### config.mk
export PLATFORM = sky130hd
export DESIGN_NAME = fft_uart_sender
export DESIGN_NICKNAME = d
export VERILOG_FILES = /design/src/rtl/fft_uart_pkg.sv /design/src/rtl/fft_uart_sender.sv
export SDC_FILE = /design/constraint.sdc
export NUM_CORES = 1
export LEC_CHECK = 0
export ABC_AREA = 1
export BUFFER_PORTS_ARGS = -buffer_cell sky130_fd_sc_hd__buf_2
export CORE_ASPECT_RATIO = 0.75
export CORE_MARGIN = 4
export CORE_UTILIZATION = 30
export CTS_CLUSTER_SIZE = 10
export DETAILED_ROUTE_END_ITERATION = 10
export SLEW_MARGIN = 30
export SYNTH_ARGS = -nofsm -noshare
export SYNTH_HDL_FRONTEND = slang
export SYNTH_SLANG_ARGS = --single-unit
### constraint.sdc
create_clock -name i_clk -period 1.6 [get_ports i_clk]
set_clock_uncertainty 0.15 [all_clocks]
set_input_delay 0.16 -clock i_clk [delete_from_list [all_inputs] [get_ports i_clk]]
set_output_delay 0.16 -clock i_clk [all_outputs]
set_load 0.02 [all_outputs]
### src/rtl/fft_uart_pkg.sv
// Shared encodings for the FFT result frame sender.
// State and phase enums plus the default frame header byte.
package fft_uart_pkg;

    typedef enum logic [2:0] {
        IDLE,
        KICK,
        WAIT_TX,
        GAP,
        FETCH,
        LATCH,
        FIN
    } state_t;

    typedef enum logic [1:0] {
        HDR,
        DATA,
        CHK
    } phase_t;

    localparam logic [7:0] DEF_HEADER = 8'hA5;

endpackage

### src/rtl/fft_uart_sender.sv
// Streams one FFT result frame (header, LS-first payload, XOR checksum)
// to a byte-wide UART transmitter with a per-byte watchdog.
module fft_uart_sender
    import fft_uart_pkg::*;
#(
    parameter int         N_WORDS     = 16,
    parameter int         WORD_W      = 16,
    parameter int         ADDR_W      = 4,
    parameter logic [7:0] HEADER      = DEF_HEADER,
    parameter int         TIMEOUT_CYC = 1024
) (
    input  logic              i_clk,
    input  logic              i_rst_n,
    input  logic              i_start,
    output logic              o_busy,
    output logic              o_done,
    output logic              o_error,
    output logic              o_rd_en,
    output logic [ADDR_W-1:0] o_rd_addr,
    input  logic [WORD_W-1:0] i_rd_data,
    output logic              o_tx_start,
    output logic [7:0]        o_tx_byte,
    input  logic              i_tx_busy,
    input  logic              i_tx_done
);

    localparam int BYTES = WORD_W / 8;
    localparam int BI_W  = (BYTES > 1) ? $clog2(BYTES) : 1;
    localparam int WD_W  = $clog2(TIMEOUT_CYC + 1);
    localparam int WI_W  = ADDR_W + 1;

    state_t            state, state_d;
    phase_t            phase, phase_d;
    logic [7:0]        csum, csum_d;
    logic [WI_W-1:0]   word_idx, word_idx_d;
    logic [BI_W-1:0]   byte_idx, byte_idx_d;
    logic [WD_W-1:0]   wd, wd_d;
    logic [WORD_W-1:0] shreg, shreg_d;
    logic [WORD_W-1:0] shifted;

    logic              busy_d, done_d, error_d, rd_en_d, tx_start_d;
    logic [ADDR_W-1:0] rd_addr_d;
    logic [7:0]        tx_byte_d;

    always_ff @(posedge i_clk or negedge i_rst_n) begin
        if (!i_rst_n) begin
            state      <= IDLE;
            phase      <= HDR;
            csum       <= '0;
            word_idx   <= '0;
            byte_idx   <= '0;
            wd         <= '0;
            shreg      <= '0;
            o_busy     <= 1'b0;
            o_done     <= 1'b0;
            o_error    <= 1'b0;
            o_rd_en    <= 1'b0;
            o_rd_addr  <= '0;
            o_tx_start <= 1'b0;
            o_tx_byte  <= '0;
        end else begin
            state      <= state_d;
            phase      <= phase_d;
            csum       <= csum_d;
            word_idx   <= word_idx_d;
            byte_idx   <= byte_idx_d;
            wd         <= wd_d;
            shreg      <= shreg_d;
            o_busy     <= busy_d;
            o_done     <= done_d;
            o_error    <= error_d;
            o_rd_en    <= rd_en_d;
            o_rd_addr  <= rd_addr_d;
            o_tx_start <= tx_start_d;
            o_tx_byte  <= tx_byte_d;
        end
    end

    always_comb begin
        state_d    = state;
        phase_d    = phase;
        csum_d     = csum;
        word_idx_d = word_idx;
        byte_idx_d = byte_idx;
        wd_d       = wd;
        shreg_d    = shreg;
        busy_d     = o_busy;
        done_d     = 1'b0;
        error_d    = 1'b0;
        rd_en_d    = 1'b0;
        rd_addr_d  = o_rd_addr;
        tx_start_d = 1'b0;
        tx_byte_d  = o_tx_byte;
        shifted    = shreg >> 8;

        unique case (state)
            IDLE: begin
                if (i_start) begin
                    tx_byte_d  = HEADER;
                    csum_d     = '0;
                    word_idx_d = '0;
                    byte_idx_d = '0;
                    phase_d    = HDR;
                    busy_d     = 1'b1;
                    state_d    = KICK;
                end
            end
            KICK: begin
                tx_start_d = 1'b1;
                if (phase == DATA) csum_d = csum ^ o_tx_byte;
                wd_d    = '0;
                state_d = WAIT_TX;
            end
            WAIT_TX: begin
                if (i_tx_done) begin
                    state_d = GAP;
                end else if (wd == WD_W'(TIMEOUT_CYC - 1)) begin
                    error_d = 1'b1;
                    busy_d  = 1'b0;
                    state_d = IDLE;
                end else begin
                    wd_d = wd + WD_W'(1);
                end
            end
            GAP: begin
                // Pick the next byte source; a finished word goes back to memory.
                if (phase == CHK) begin
                    state_d = FIN;
                end else if (phase == DATA && byte_idx != BI_W'(BYTES - 1)) begin
                    byte_idx_d = byte_idx + BI_W'(1);
                    shreg_d    = shifted;
                    tx_byte_d  = shifted[7:0];
                    state_d    = KICK;
                end else if (phase == DATA && word_idx == WI_W'(N_WORDS)) begin
                    tx_byte_d = csum;
                    phase_d   = CHK;
                    state_d   = KICK;
                end else begin
                    rd_en_d   = 1'b1;
                    rd_addr_d = word_idx[ADDR_W-1:0];
                    state_d   = FETCH;
                end
            end
            FETCH: begin
                state_d = LATCH;
            end
            LATCH: begin
                shreg_d    = i_rd_data;
                tx_byte_d  = i_rd_data[7:0];
                byte_idx_d = '0;
                word_idx_d = word_idx + WI_W'(1);
                phase_d    = DATA;
                state_d    = KICK;
            end
            FIN: begin
                done_d  = 1'b1;
                busy_d  = 1'b0;
                state_d = IDLE;
            end
            default: begin
                state_d = IDLE;
            end
        endcase
    end

    // The UART must report busy once a byte is in flight.
    a_tx_busy: assert property (
        @(posedge i_clk) disable iff (!i_rst_n)
        (state == WAIT_TX && wd != '0) |-> i_tx_busy
    );

endmodule

## After elaboration in Yosys (flattened, before gate mapping)

Cells that the tools add are included.

- Memory bits (writable): 0
- Word-level logic and storage cells: 107
- Bits in registers: 63
- Input bits: 21
- Memories kept: 0
- Bits in read-only memories: 0
- Latch bits: 0

- Magnitude comparators: 0
- Muxes and demuxes: 45
- Shifts and indexed selects: 0
- Bitwise gates (word level): 5
- Reduce and logical (&&, ||, !) cells: 19
- Equal/unequal tests: 21
- Multipliers: 0
- Div/mod/pow operators: 0
- Add/subtract/negate cells: 3

Operator list:

| cell | count |
|---|---|
| $mux W8 | 6 |
| $mux W16 | 2 |
| $pmux W16 S2 | 1 |
| $pmux W8 S3 | 1 |
| $mux W11 | 2 |
| $pmux W11 S2 | 1 |
| $mux W3 | 6 |
| $ne A2 B2 Y1 const B | 9 |
| $pmux W3 S6 | 1 |
| $pmux W8 S2 | 1 |
| $reduce_and A4 Y1 | 4 |
| $mux W1 | 15 |
| $add A11 B1 Y11 const B | 1 |
| $eq A11 B10 Y1 const B | 1 |
| $pmux W5 S2 | 1 |
| $eq A3 B3 Y1 const B | 3 |
| $reduce_and A3 Y1 | 3 |
| $mux W2 | 4 |
| $reduce_bool A2 Y1 | 4 |
| $xor A8 B8 Y8 | 1 |
| $eq A3 B2 Y1 const B | 2 |
| $ne A3 B3 Y1 const B | 2 |
| $pmux W1 S3 | 2 |
| $pmux W2 S3 | 1 |
| other kinds (13) | 19 |

## Depth between registers and ports, before layout

- Depth after elaboration: 6
- Depth in mapped cells: 10
- Mapped depth without buffers: 9

## Least setup slack after synthesis

Ideal clock, no wire load.

- Kind: reg2reg
- Start point: register wd[0]
- End point: register wd[2]
- Setup slack: -5 ps
- Arrival: 1,390 ps
- Cell stages (with the launch flop): 11
- Required time: 1,385 ps
- Buffers on the path: 1
- Library setup time: 65 ps
- Path through: dfrtp_1 -> ha_1 -> inv_2 -> nor2_4 -> nand3_4 -> nand2_4 -> nand2_2 -> nand2_2 -> buf_6 -> nand2_1 -> nand2_1

- Word-level cells in the longest chain between the ends: 4
- Elaborated cells on any way between the ends: 7
- Classes of those cells: add/sub: 1; eq/ne: 2; mux: 3; reduce/logical: 1

RTL lines:

| element | RTL line | text |
|---|---|---|
| start, declared | fft_uart_sender.sv:37 | `logic [WD_W-1:0] wd, wd_d;` |
| start signal, assigned | fft_uart_sender.sv:67 | `wd <= wd_d;` |
| $add A11 B1 Y11 | fft_uart_sender.sv:122 | `wd_d = wd + WD_W'(1);` |
| $mux W11 | fft_uart_sender.sv:117 | `end else if (wd == WD_W'(TIMEOUT_CYC - 1)) begin` |
| $mux W11 | fft_uart_sender.sv:115 | `if (i_tx_done) begin` |
| $pmux W11 S2 | fft_uart_sender.sv:96 | `unique case (state)` |

Several ways; a longest one is shown, not always the timed one. The select of a mux whose other input is x is not followed.
A chain may end at the register's enable or synchronous reset.

## Final worst setup path

- Start point: register state[2]
- End point: register o_tx_byte[5]

- Word-level cells in the longest chain between the ends: 3
- Elaborated cells on any way between the ends: 9
- Classes of those cells: eq/ne: 5; mux: 1; reduce/logical: 3

RTL lines:

| element | RTL line | text |
|---|---|---|
| start, declared | fft_uart_sender.sv:32 | `state_t state, state_d;` |
| start signal, assigned | fft_uart_sender.sv:62 | `state <= state_d;` |
| $eq A3 B2 Y1, or another cell as far along | fft_uart_sender.sv:96 |  |
| $ne A3 B3 Y1 (no line), or another cell as far along | - |  |
| $reduce_and A4 Y1 (no line) | - |  |
| end signal, assigned | fft_uart_sender.sv:75 | `o_tx_byte <= tx_byte_d;` |
| end, declared | fft_uart_sender.sv:22 | `output logic [7:0] o_tx_byte,` |

Several ways; a longest one is shown, not always the timed one.

==> impl_metrics.yaml <==
routing:
  drtIter0Drc: 109
  drt_wl_total_um: 7090
  vias: 2628
  drtPass1Iterations: 4
  via_per_inst: 4.51
  drc: 0
  antenna_left: 0
  wl_per_cell_um: 12.2
yosys:
  ys_warn_count: 0
  syn_area_um2: 2850
  synth.top_cells.by_count: "145 x nand2_1, 55 x dfrtp_1, 36 x inv_1"
  syn-instance-count: 372
  syn-num-nets: 396
  yosysMostFrequentCell: "nand2_1"
  synth_top_area_share_pct: 48.4
  ys_top_cells_by_area: "dfrtp_1 48%, nand2_1 19%, inv_1 4.7%"
  synthFlopType: "dfrtp_1"
  synth_area_per_cell_um2: 7.65
  synth_edf_count: 0
  synth-seq-cells: 55
  ys_async_sr_fraction_pct: 100
  ys_types: 31
  seq_area_frac_synth_pct: 48.4
  post-synth-top-area-cell: "dfrtp_1"
grt:
  overflow: 0
  antenna_found_initial: 0
  grt_max_degree: 56
  grt_pass1_wl_um: 12000
  grt_pass1_vias: 2589
  grt_use_total_pct: 13.3
sta:
  slew_viol_final: 0
  clock.fmax_mhz: 639
  min_period_ns: 1.56
  max_slew_margin_pct: 74.2
  hold_viol_final: 0
  worstMarginPinSlew_ns: 0.386
  rsz0062_at_grt: "yes"
  setup_viol: 0
  fin_crit_sh_pct: 97.8
  setup_slack_ns: 0.0357
finish:
  design_area_um2: 3790
  utilization_pct: 41.4
  syn_to_final_growth_pct: 33.2
  drive_gt1_share_pct: 26.6
  antenna_cells: 0
  fin_nets: 478
floorplanning:
  io_pins: 38
  coreArea_um2: 9160
  die_area_um2: 11100
  dieWidth_um: 120
  die_h_um: 92.3
  initial_core_util_pct: 31.1
  rows: 30
worst_setup_path:
  path_max_fanout: 8
  cp.arrival_ns: 1.64
  startpoint_type: "flop"
  rrSetupSlack_ns: 0.04
  critical_path.startpoint: "state[2]"
  crit_path_end: "o_tx_byte[5]"
  timing.rr.start: "state[2]"
  path_class: "flop to flop"
  reg2reg_to: "o_tx_byte[5]"
  required_ns: 1.68
  endpoint_kind: "flop"
  reg2reg_depth: 8
power_and_ir_drop:
  p_leak_nw: 1.90
  peakVddDrop_v: 0.000728
  p_per_area_nw_per_um2: 1590
outcome:
  status: "finished clean"
clock_tree:
  clkSinkCount: 55
  cts.clk_slew.worst_paths_ns: 0.07
  cts_buffer_depth: 2
  cts_buffers: 5
  clk_latency_ns: 0.29
  htree_levels: 2
  cts_tree: "done"
  root_buffer: "clkbuf_16"
placed_design:
  dp_hpwl_um: 5020
  pre_cts_ws_ns: -0.00988
  gp_congestion: 0.794
  placed_cell_area_um2: 3390
  io_buffers: 36
job:
  drv_cap: 0
min_path:
  min_path_type: "primary input to flop"
-- placed cells by master, fill, tap and decap left out, drive strengths merged, types with 2 or more instances in the layout --
| cell | count |
|---|---|
| nand4 | 4 |
| inv | 40 |
| nor2 | 31 |
| ha | 3 |
| dfrtp | 55 |
| a21oi | 13 |
| dlygate4sd3 | 10 |
| nand2 | 152 |
| o211ai | 4 |
| nand3 | 27 |
| o21ai | 28 |
| xnor2 | 2 |
| clkbuf | 7 |
| buf | 70 |
| xor2 | 2 |
-- state kept, by name (all words and copies together) (netlist names) --
| signal | flops |
|---|---|
| wd | 11 |
| csum | 8 |
| o_tx_byte | 8 |
| shreg | 8 |
| word_idx | 5 |
| o_rd_addr | 4 |
| state | 3 |
| phase | 2 |
| byte_idx | 1 |
| o_busy | 1 |
| o_done | 1 |
| o_error | 1 |
| o_rd_en | 1 |
| o_tx_start | 1 |
-- area by class of cell --
type,count,area [um2]
Tap cell,128,160
Multi-Input combinational cell,272,1400
Sequential cell,55,1380
Timing Repair Buffer,80,561
Fill cell,949,5370
Inverter,40,150
Clock inverter,1,5.00
Clock buffer,7,133
-- stage by stage --
step	hold slack, ns	setup TNS, ns	total power (W)	instances
2_1_floorplan	-0.286	0	0.00363	372
3_3_place_gp	0.0305	0	0.00453	558
3_5_place_dp	0.0338	-0.0119	0.00462	558
4_1_cts	0.00365	0	0.00581	577
5_1_grt	0.0399	-0.779	0.00653	583
6_report	0.0120	0	0.00603	583
-- cell families after synthesis --
logic type	Yosys count	share of synthesized area [%]
simple gates	216	33.1
compound gates	48	9.50
buf+inv	46	6.51
xor+xnor	4	1.23
fa+ha+maj	3	1.32
flops	55	48.4
-- per-layer routing --
metal	share of wire [%]	track usage, %
met4	1.3	3.02
met3	3.9	3.30
met2	45	21.2
met1	50	18.4
met5	0	0
-- power breakdown --
part           switching, W  total, W  internal [W]
clock              0.000498   0.00108      0.000581
combinational       0.00187   0.00296       0.00109
sequential         0.000236   0.00199       0.00176
-- critical path, cell delays in order, from the launching register on --
cell and delay (ns):
dfrtp_1 0.40, inv_2 0.10, nand3_2 0.11, buf_4 0.17
nand3_1 0.11, o21ai_2 0.08, nor2_4 0.22, nand2_1 0.09
nand2_1 0.07
-- worst min path at each step --
stage / startpoint / to / cells after the start
floorplan: i_rst_n / byte_idx / 0
global placement: i_rst_n / wd[8] / 2
detailed placement: i_rst_n / wd[9] / 2
CTS: i_rd_data[3] / o_tx_byte[3] / 5
global route: i_rd_data[4] / o_tx_byte[4] / 5
finish: i_rd_data[6] / o_tx_byte[6] / 5
-- what timing repair did --
item                                   in CTS  in global routing
pin swaps                                   1                 11
setup endpoints to repair                  11                 43
hold buffers                               10                  0
gates resized for setup                     6                 33
setup buffers                               1                  5
cloned                                      0                  1
endpoints found under the hold margin      64                  0
(Power assumes the default switching activity.)
